$ cat src/rtl/hog_cell_hist.sv
// 9-bin unsigned-orientation histogram per CELL_PIX samples; sample->bin 1 clk, ->acc/output 2 clk; no upstream stall.
// Output holds until o_ready; optional HOG_CELL_HIST_OVF_EN drops a cell that finds the output full and sets sticky o_ovf.
module hog_cell_hist #(
  parameter int MAG_W    = 13,
  parameter int TAN_I    = 4,
  parameter int TAN_F    = 16,
  parameter int CELL_PIX = 64,
  parameter int BIN_W    = 19
) (
  input  logic                     clk,
  input  logic                     rst,
  input  logic                     i_valid,
  input  logic [MAG_W-1:0]         magnitude,
  input  logic [TAN_I+TAN_F-1:0]   tan,
  output logic [9*BIN_W-1:0]       o_hist,
  output logic                     o_valid,
  input  logic                     o_ready,
  output logic                     o_ovf
);

  localparam int TW    = TAN_I + TAN_F;
  localparam int CNT_W = $clog2(CELL_PIX);

  // Thresholds are tan(20/40/60/80 deg) in Q.16, rescaled to the tan fraction width.
  localparam logic signed [TW-1:0] T1 = TW'((64'd23853  << TAN_F) >> 16);
  localparam logic signed [TW-1:0] T2 = TW'((64'd54991  << TAN_F) >> 16);
  localparam logic signed [TW-1:0] T3 = TW'((64'd113512 << TAN_F) >> 16);
  localparam logic signed [TW-1:0] T4 = TW'((64'd371674 << TAN_F) >> 16);

  logic signed [TW-1:0] tan_s;
  logic [3:0]           bin_d;
  logic                 s1_vld;
  logic [3:0]           s1_bin;
  logic [MAG_W-1:0]     s1_mag;
  logic [CNT_W-1:0]     cnt;
  logic [BIN_W-1:0]     acc [9];
  logic [BIN_W-1:0]     mag_x;
  logic [9*BIN_W-1:0]   hist_d;
  logic                 last;
  logic                 take;

  assign tan_s = $signed(tan);

  always_comb begin
    bin_d = 4'd4;
    if (!tan_s[TW-1]) begin
      if      (tan_s < T1) bin_d = 4'd0;
      else if (tan_s < T2) bin_d = 4'd1;
      else if (tan_s < T3) bin_d = 4'd2;
      else if (tan_s < T4) bin_d = 4'd3;
    end else begin
      if      (tan_s >= -T1) bin_d = 4'd8;
      else if (tan_s >= -T2) bin_d = 4'd7;
      else if (tan_s >= -T3) bin_d = 4'd6;
      else if (tan_s >= -T4) bin_d = 4'd5;
    end
  end

  always_ff @(posedge clk or negedge rst) begin
    if (!rst) begin
      s1_vld <= 1'b0;
      s1_bin <= 4'd0;
      s1_mag <= '0;
    end else begin
      s1_vld <= i_valid;
      if (i_valid) begin
        s1_bin <= bin_d;
        s1_mag <= magnitude;
      end
    end
  end

  assign mag_x = BIN_W'(s1_mag);
  assign last  = s1_vld && (cnt == CNT_W'(CELL_PIX - 1));
  assign take  = o_valid && o_ready;

  // Sums including the current sample; feeds both the running accumulators and the output on the last sample.
  always_comb begin
    hist_d = '0;
    for (int k = 0; k < 9; k++) begin
      hist_d[k*BIN_W +: BIN_W] = acc[k] + ((s1_bin == 4'(k)) ? mag_x : '0);
    end
  end

  always_ff @(posedge clk or negedge rst) begin
    if (!rst) begin
      cnt <= '0;
      for (int k = 0; k < 9; k++) acc[k] <= '0;
    end else if (s1_vld) begin
      cnt <= cnt + 1'b1;
      for (int k = 0; k < 9; k++) acc[k] <= last ? '0 : hist_d[k*BIN_W +: BIN_W];
    end
  end

`ifdef HOG_CELL_HIST_OVF_EN
  logic room;
  assign room = !o_valid || o_ready;

  always_ff @(posedge clk or negedge rst) begin
    if (!rst) begin
      o_valid <= 1'b0;
      o_hist  <= '0;
      o_ovf   <= 1'b0;
    end else begin
      if (take) o_valid <= 1'b0;
      if (last && room) begin
        o_hist  <= hist_d;
        o_valid <= 1'b1;
      end
      if (last && !room) o_ovf <= 1'b1;
    end
  end
`else
  always_ff @(posedge clk or negedge rst) begin
    if (!rst) begin
      o_valid <= 1'b0;
      o_hist  <= '0;
    end else begin
      if (take) o_valid <= 1'b0;
      if (last) begin
        o_hist  <= hist_d;
        o_valid <= 1'b1;
      end
    end
  end

  assign o_ovf = 1'b0;
`endif

endmodule

$ cat config.mk
export PLATFORM = sky130hd
export DESIGN_NAME = hog_cell_hist
export DESIGN_NICKNAME = d
export VERILOG_FILES = /design/src/rtl/hog_cell_hist.sv
export SDC_FILE = /design/constraint.sdc
export NUM_CORES = 1
export LEC_CHECK = 0
export CAP_MARGIN = 20
export CORE_UTILIZATION = 55
export DETAILED_ROUTE_END_ITERATION = 10
export PLACE_DENSITY = 0.77
export SYNTH_ARGS = -nofsm -noshare
export SYNTH_HDL_FRONTEND = slang
export SYNTH_SLANG_ARGS = --single-unit
$ cat constraint.sdc
create_clock -name clk -period 5.7 [get_ports clk]
set_input_delay 0.855 -clock clk [delete_from_list [all_inputs] [get_ports clk]]
set_output_delay 0.855 -clock clk [all_outputs]
set_load 0.1 [all_outputs]
==> implementation parameters, run 1 <==
Parameter                              Value

Detailed routing
  Detailed-route wire length on metal 1    24400 µm
  Remaining antenna violation count after routing    0
  Routed via count    17800
  Uppermost metal layer occupied by signal nets    met4
  Post-route DRC    0
  Detailed-route wire length per cell    approximately 19 µm
  Met2 Wirelength    ~27000 µm
  Via-to-Cell Ratio    5.97
  Met3 WL    roughly 3500 µm
  Pre-Repair DR Iteration Count    5
  Final WL    about 57000 µm
  Initial DRC Count    roughly 1200

Placed design
  Final weighted congestion of routability-driven global placement    0.891
  Post-DP HPWL    37400 µm
  # port buffers    208
  Setup Slack @ Placement    1.57 ns

Clock network
  CTS sink cnt    around 370
  Resize count post-CTS    0
  Clock root buffer    sky130_fd_sc_hd__clkbuf_16
  TritonCTS clock tree    done
  Clock transition at the registers of the reported paths    0.06 ns
  Clock buffer count from CTS    41
  Number of setup buffers added after CTS    0
  CTS hold repair buffers    0
  Latest clock arrival within the worst-skew pair    just under 0.6 ns
  Maximum level of the CTS H-tree    2
  Number of buffers on the longest clock path    3

Critical path
  Dominant cell type by count on the critical path    sky130_fd_sc_hd__o31a_1
  Capture point of the critical path    acc[170]$_DFFE_PN0P_
  WP data required    6.20 ns
  Worst setup SP type    flip-flop
  Reg-to-reg endpoint    acc[170]$_DFFE_PN0P_
  Critical path, cell by cell    nor4_2, and2_1, ha_1, inv_1, fa_1, nor2b_1, o31a_1, or4_4, a31oi_4, o31a_1, or4_1, nand3_1
  Critical path class    flip-flop to flip-flop
  Data arrival, critical path    4.43 ns
  Worst setup path startpoint    s1_bin[2]$_DFFE_PN0P_
  Reg2reg setup slack    ~1.8 ns
  Worst reg2reg path depth    12
  CP max stage delay    0.98 ns
  Master of the slowest instance on the critical path    sky130_fd_sc_hd__nor4_2
  Worst Setup End Kind    flip-flop
  Reg2Reg Launch Point    s1_bin[2]$_DFFE_PN0P_
  CP Max Fanout    13

Final layout
  N_diodes    0
  Net count of the finished layout    2600
  Layout cell share with drive strength beyond 1    5.84%
  Synth-to-layout area growth    18.1%
  Fill cell count    about 3000
  Area of the multi-input gates    0.0114 mm²
  Commonest non-fill, non-tap cell in the layout    sky130_fd_sc_hd__dfrtp_1
  Storage element area    a little over 0.009 mm²
  Commonest non-fill, non-tap cells in the layout    sky130_fd_sc_hd__dfrtp_1, sky130_fd_sc_hd__nand2_1, sky130_fd_sc_hd__clkdlybuf4s50_1

Logic synthesis
  Top area cells in the synthesized netlist    sky130_fd_sc_hd__dfrtp_1, sky130_fd_sc_hd__ha_1, sky130_fd_sc_hd__nand2_1, sky130_fd_sc_hd__o21ai_0, sky130_fd_sc_hd__o2bb2ai_1
  Number of library cell types mapped by synthesis    81
  Cell count after synthesis    2282
  Area of the mapped netlist    0.0213 mm²
  Post-Syn Nets    2446
  Async S/R FF share, synth    100%
  Sequential element share of the synthesized area    43.0%
  Mean cell area of the mapped netlist    9.35 µm²
  Most instantiated flip-flop cell in the synthesis netlist    sky130_fd_sc_hd__dfrtp_1
  Seq cells post-synth    367
  Cell type with the largest total area after synthesis    sky130_fd_sc_hd__dfrtp_1
  YS warnings    0
  Number of enable-type register cells in the synthesized netlist    0
  Area fraction of the dominant cell type after synthesis    between 40 and 50%

GRT
  Antenna violations before repair    4
  Global-route usage over all layers    29.2%
  Wire length of the first global-routing pass    91200 µm
  Maximum number of pins on one net before global-route repair    about 270
  Vias in the first global route    17400
  Sum of overflow across all layers after global routing    0

STA
  Pins Over Slew Limit    0
  Total Neg Setup Slack    0 ns
  Slew Limit Headroom    21.6%
  Final min period    3.93 ns
  Unrepaired setup endpoints after global routing    false
  Final count of hold timing violations    0
  Final setup viols    0
  Setup slack of the critical path after layout    around 1.8 ns
  Achievable clock frequency    roughly 250 MHz
  Period utilisation layout    a little under 70%
  Post-Route Skew    roughly 0.018 ns
  Slew of the pin with the lowest slew margin    1.17 ns

Min path
  Min-delay worst type    primary input to asynchronous set/reset pin

Power
  Switching fraction of total power    38.0%
  Peak supply drop    0.000198 V
  Combinational fraction of design power    33.5%
  Total leakage power    around 11 nW
  Switching Power    0.00361 W
  Power per Cell Area    378 mW/mm²
  Fraction of power consumed by sequential logic    37.4%
  Clock share of power    29.1%
  Internal power    around 0.006 W

Job
  Maximum capacitance violations    0

Die
  Die width    slightly below 200 µm
  Number of top-level pins    210
  Floorplan row count    ~70
  Area of the die    between 0.03 and 0.04 mm²
  Initial core utilization    56.2%
  Core area    0.0379 mm²
  Die height    around 200 µm

Run status
  Run status    completed
per-stage QoR:
step	total power [W]	cell area [µm²]	hold slack, ns	util, %	cells
after floorplan	0.00586	21300	0.456	-	2282
after global placement	0.00664	23800	0.461	62.6	2902
after detailed placement	0.00675	23800	0.464	62.6	2902
after CTS	0.00954	25200	0.268	66.3	2976
after global routing	0.0100	25200	0.283	66.4	2978
final	0.00951	25200	0.248	66.4	2978
synthesized netlist by cell type, types with 5 or more instances:
cell type,n
sky130_fd_sc_hd__a211o_1,12
sky130_fd_sc_hd__a211oi_1,15
sky130_fd_sc_hd__a21o_1,59
sky130_fd_sc_hd__a21oi_1,94
sky130_fd_sc_hd__a22o_1,13
sky130_fd_sc_hd__a31o_2,11
sky130_fd_sc_hd__a31oi_1,20
sky130_fd_sc_hd__and2_1,110
sky130_fd_sc_hd__and3_1,21
sky130_fd_sc_hd__buf_1,7
sky130_fd_sc_hd__buf_2,28
sky130_fd_sc_hd__clkbuf_1,74
sky130_fd_sc_hd__dfrtp_1,367
sky130_fd_sc_hd__fa_1,9
sky130_fd_sc_hd__ha_1,118
sky130_fd_sc_hd__inv_1,73
sky130_fd_sc_hd__mux2_2,22
sky130_fd_sc_hd__nand2_1,302
sky130_fd_sc_hd__nand2b_1,26
sky130_fd_sc_hd__nand3_1,43
sky130_fd_sc_hd__nand4_1,24
sky130_fd_sc_hd__nor2_1,91
sky130_fd_sc_hd__nor2b_1,21
sky130_fd_sc_hd__nor3_1,33
sky130_fd_sc_hd__nor4_1,8
sky130_fd_sc_hd__o211ai_1,22
sky130_fd_sc_hd__o21a_1,18
sky130_fd_sc_hd__o21ai_0,196
sky130_fd_sc_hd__o21ai_1,62
sky130_fd_sc_hd__o21bai_1,11
sky130_fd_sc_hd__o221a_1,6
sky130_fd_sc_hd__o2bb2ai_1,100
sky130_fd_sc_hd__o31a_1,8
sky130_fd_sc_hd__o31ai_1,10
sky130_fd_sc_hd__or2_1,5
sky130_fd_sc_hd__or2_2,5
sky130_fd_sc_hd__or3_1,29
sky130_fd_sc_hd__or4_1,8
sky130_fd_sc_hd__xnor2_1,68
sky130_fd_sc_hd__xor2_1,67
power groups by stage:
stage	clock [W]	sequential (W)	combinational, W
after global routing	0.00292	0.00362	0.00347
final	0.00277	0.00356	0.00318
after global placement	0	0.00357	0.00307
after floorplan	0	0.00405	0.00180
after CTS	0.00281	0.00355	0.00318
after detailed placement	0	0.00359	0.00316
cells by family after synthesis:
| logic type | after synthesis | share of synthesized area, % |
|---|---|---|
| AO/OA/AOI/OAI | 703 | 22.0 |
| XOR/XNOR | 135 | 5.54 |
| adder cells (fa/ha/maj) | 127 | 7.76 |
| buffers and inverters | 183 | 3.40 |
| flip-flops | 367 | 43.0 |
| multiplexers | 23 | 1.21 |
| other | 1 | 0.0176 |
| AND/OR/NAND/NOR | 743 | 17.0 |
worst min-delay path by stage:
stage,from,endpoint,slack (ns),cells past startpoint
detailed placement,o_hist[137]$_DFFE_PN0P_,o_hist[137]$_DFFE_PN0P_,0.46,2
floorplan,cnt[5]$_DFFE_PN0P_,cnt[5]$_DFFE_PN0P_,0.46,1
CTS,rst,o_hist[63]$_DFFE_PN0P_,0.27,1
global route,rst,o_hist[63]$_DFFE_PN0P_,0.28,1
global placement,o_hist[99]$_DFFE_PN0P_,o_hist[99]$_DFFE_PN0P_,0.46,2
finish,rst,o_hist[63]$_DFFE_PN0P_,0.25,1
state kept, by name, indices dropped and copies added, names as in the netlist:
| name | count |
|---|---|
| s1_bin | 4 |
| s1_mag | 13 |
| acc | 171 |
| o_valid | 1 |
| s1_vld | 1 |
| o_hist | 171 |
| cnt | 6 |
critical path, delay by kind of cell (launching register included):
kind	cells	cell delay (ns)
compound gates	3	0.68
fa+ha+maj	2	0.58
buf+inv	1	0.06
flops	1	0.47
simple gates	6	2.07
cell type report:
| cell class | instances | area share [%] |
|---|---|---|
| tap | 511 | 2.54 |
| timing repair buffer | 221 | 8.90 |
| clock inverter | 17 | 0.864 |
| clock buffer | 57 | 4.68 |
| inverter | 73 | 1.10 |
| multi-input combinational | 1732 | 45.5 |
| sequential | 367 | 36.5 |
metal layers:
layer,global-route usage [%],up-vias
met5,0,-
met2,47.1,536
li1,-,8457
met1,38.8,8657
met3,4.85,131
met4,12.9,0
Note: power is estimated with default switching activity, not from simulation.
==> run 2: changes to the inputs <==
CORE_UTILIZATION = 53   (was 55)
PLACE_DENSITY = 0.78   (was 0.77)
clock period = 3.4 ns   (was 5.7 ns; I/O delays follow)
==> run 2 against run 1 <==
  * Sequential cell count did not move
  * Combinational power rose by 75%
  * First-iteration DRC count rose by 1.7%
  * Clock power rose by 66%
  * Via count rose by 2.8%
  * Cell area rose by 2.3%
  * Power rose by 69%
  * Sequential power rose by 66%
  * Critical path depth rose by 2
  * Wire length rose by 4.5%
  * Worst setup slack got worse by 1.7 ns
  * Register-to-register slack got worse by 1.7 ns
  * Critical path type unchanged
  * Highest routed layer unchanged
==> implementation parameters, run 2 (synthesis gave the netlist of run 1 again) <==
Parameter                              Value

GRT
  Wire length of the first global-routing pass    between 90000 and 100000 µm
  Maximum number of pins on one net before global-route repair    106
  Antenna violations before repair    3
  Global-route usage over all layers    28.9%
  Vias in the first global route    18000
  Sum of overflow across all layers after global routing    0

Critical path
  Master of the slowest instance on the critical path    sky130_fd_sc_hd__dfrtp_2
  Data arrival, critical path    3.76 ns
  CP max stage delay    0.43 ns
  WP data required    roughly 3.9 ns
  Dominant cell type by count on the critical path    sky130_fd_sc_hd__o21ai_0
  Worst setup SP type    flip-flop
  Cell type group with the largest total delay on the critical path    compound AO/OA/AOI/OAI gates
  Critical path, cell by cell    inv_2, nor4_1, buf_4, and2_1, ha_1, inv_1, fa_1, nor2b_1, o21a_1, o21ai_0, a211o_1, a21bo_1, or3_1, o21ai_0
  Critical path class    flip-flop to flip-flop
  Worst Setup End Kind    flip-flop
  CP Max Fanout    13
  Worst path bufs/invs    3

Clock network
  TritonCTS clock tree    done
  Number of buffers on the longest clock path    3
  Maximum level of the CTS H-tree    2
  Clock transition at the registers of the reported paths    0.06 ns
  CTS sink cnt    ~370
  Clock root buffer    sky130_fd_sc_hd__clkbuf_16
  Clock buffer count from CTS    40
  Latest clock arrival within the worst-skew pair    around 0.55 ns

Min path
  Min-delay worst type    flip-flop to flip-flop

STA
  Final count of hold timing violations    0
  Pins Over Slew Limit    0
  Post-Route Skew    between 0.01 and 0.015 ns
  Slew Limit Headroom    29.2%
  Unrepaired setup endpoints after global routing    true
  Period utilisation layout    97.0%
  Final setup viols    0
  Final min period    approximately 3.3 ns
  Setup slack of the critical path after layout    about 0.10 ns
  Slew of the pin with the lowest slew margin    approximately 1.1 ns
  Achievable clock frequency    303 MHz

Final layout
  Commonest non-fill, non-tap cells in the layout    sky130_fd_sc_hd__dfrtp_1, sky130_fd_sc_hd__nand2_1, sky130_fd_sc_hd__clkdlybuf4s50_1
  Commonest non-fill, non-tap cell in the layout    sky130_fd_sc_hd__dfrtp_1
  Net count of the finished layout    2657
  N_diodes    0
  Post-route insts no fill    roughly 3000
  Layout cell share with drive strength beyond 1    9.35%
  Fill cell count    3201
  Synth-to-layout area growth    20.8%
  Top flop regs    acc: 171 flops, o_hist: 171 flops, s1_mag: 13 flops
  Final Util    64.9%

Power
  Total leakage power    11.5 nW
  Overall power after layout    0.0161 W
  Power per Cell Area    625 mW/mm²
  Peak supply drop    0.000337 V

Die
  Die height    between 200 and 250 µm
  Area of the die    0.0411 mm²
  Number of top-level pins    210
  Initial core utilization    53.7%
  Core area    0.0397 mm²
  Die width    203 µm
  Floorplan row count    between 70 and 80

Run status
  Run status    completed

Detailed routing
  Final WL    59200 µm
  Detailed-route wire length per cell    19.4 µm
  Initial DRC Count    1198
  Post-route DRC    0
  Remaining antenna violation count after routing    0
  Pre-Repair DR Iteration Count    5
  Via-to-Cell Ratio    5.99
  Routed via count    between 15000 and 20000

Placed design
  # port buffers    208
  Post-DP HPWL    41200 µm
  Setup Slack @ Placement    -0.00650 ns
  Final weighted congestion of routability-driven global placement    0.910
  Placed cell count    2965

Job
  Maximum capacitance violations    0
==> run 2: path summary, 6_finish.rpt <==
check / from / to / slack [ns] / depth (start not counted)
min: o_hist[71]$_DFFE_PN0P_ / o_hist[71]$_DFFE_PN0P_ / 0.48 / 2
max in group asynchronous: rst / o_hist[1]$_DFFE_PN0P_ / 1.90 / 4
min reg2reg: o_hist[71]$_DFFE_PN0P_ / o_hist[71]$_DFFE_PN0P_ / 0.48 / 2
max reg2reg: s1_bin[3]$_DFFE_PN0P_ / acc[14]$_DFFE_PN0P_ / 0.10 / 14
max: s1_bin[3]$_DFFE_PN0P_ / acc[14]$_DFFE_PN0P_ / 0.10 / 14
min in group asynchronous: rst / o_hist[75]$_DFFE_PN0P_ / 0.52 / 2
==> run 2: metal layers <==
metal  wire [µm]  vias to the layer above  global-route usage (%)
met5           0                        -                       0
met1       25600                     8997                    38.8
met2       27600                      582                    47.1
li1            -                     8558                       -
met4        2250                        0                    11.4
met3        3740                      135                    4.61
==> run 2: layout make-up <==
cell class                      instances  area [µm²]  area share, %
Multi-Input combinational cell       1732       11500           44.8
Sequential cell                       367        9190           35.7
Timing Repair Buffer                  279        2720           10.6
Clock buffer                           54        1140           4.44
Tap cell                              525         657           2.55
Inverter                               73         277           1.07
Clock inverter                         18         238          0.922
==> run 2: where the power goes <==
part           total (W)  switching [W]  internal [W]
clock            0.00460        0.00185       0.00275
sequential       0.00592       0.000710       0.00521
combinational    0.00558        0.00363       0.00196
total             0.0161        0.00618       0.00992
==> run 2: worst min-delay path, cell delays in order (launching register included) <==
cell and delay (ns):
sky130_fd_sc_hd__dfrtp_1 0.34, sky130_fd_sc_hd__nand2_1 0.05, sky130_fd_sc_hd__o21ai_0 0.06
==> run 2: repair_timing <==
item	4_1_cts	5_1_grt
endpoints found under the setup margin	5	58
setup buffers	2	8
pin swaps	1	6
hold buffers	1	0
resized for setup	1	27
hold endpoints to repair	67	0
==> run 2: metrics by stage <==
| step | hold slack (ns) | cell area, µm² | TNS [ns] |
|---|---|---|---|
| after floorplan | 0.214 | 21300 | 0 |
| after global placement | 0.463 | 24200 | 0 |
| after detailed placement | 0.467 | 24200 | -0.00650 |
| after CTS | 0.482 | 25600 | 0 |
| after global routing | 0.496 | 25800 | -0.179 |
| final | 0.478 | 25800 | 0 |
==> run 3: changes to the inputs <==
CAP_MARGIN = unset   (was 20)
==> results of run 3 <==
Final layout, timing and power as in run 2 (identical DEF).
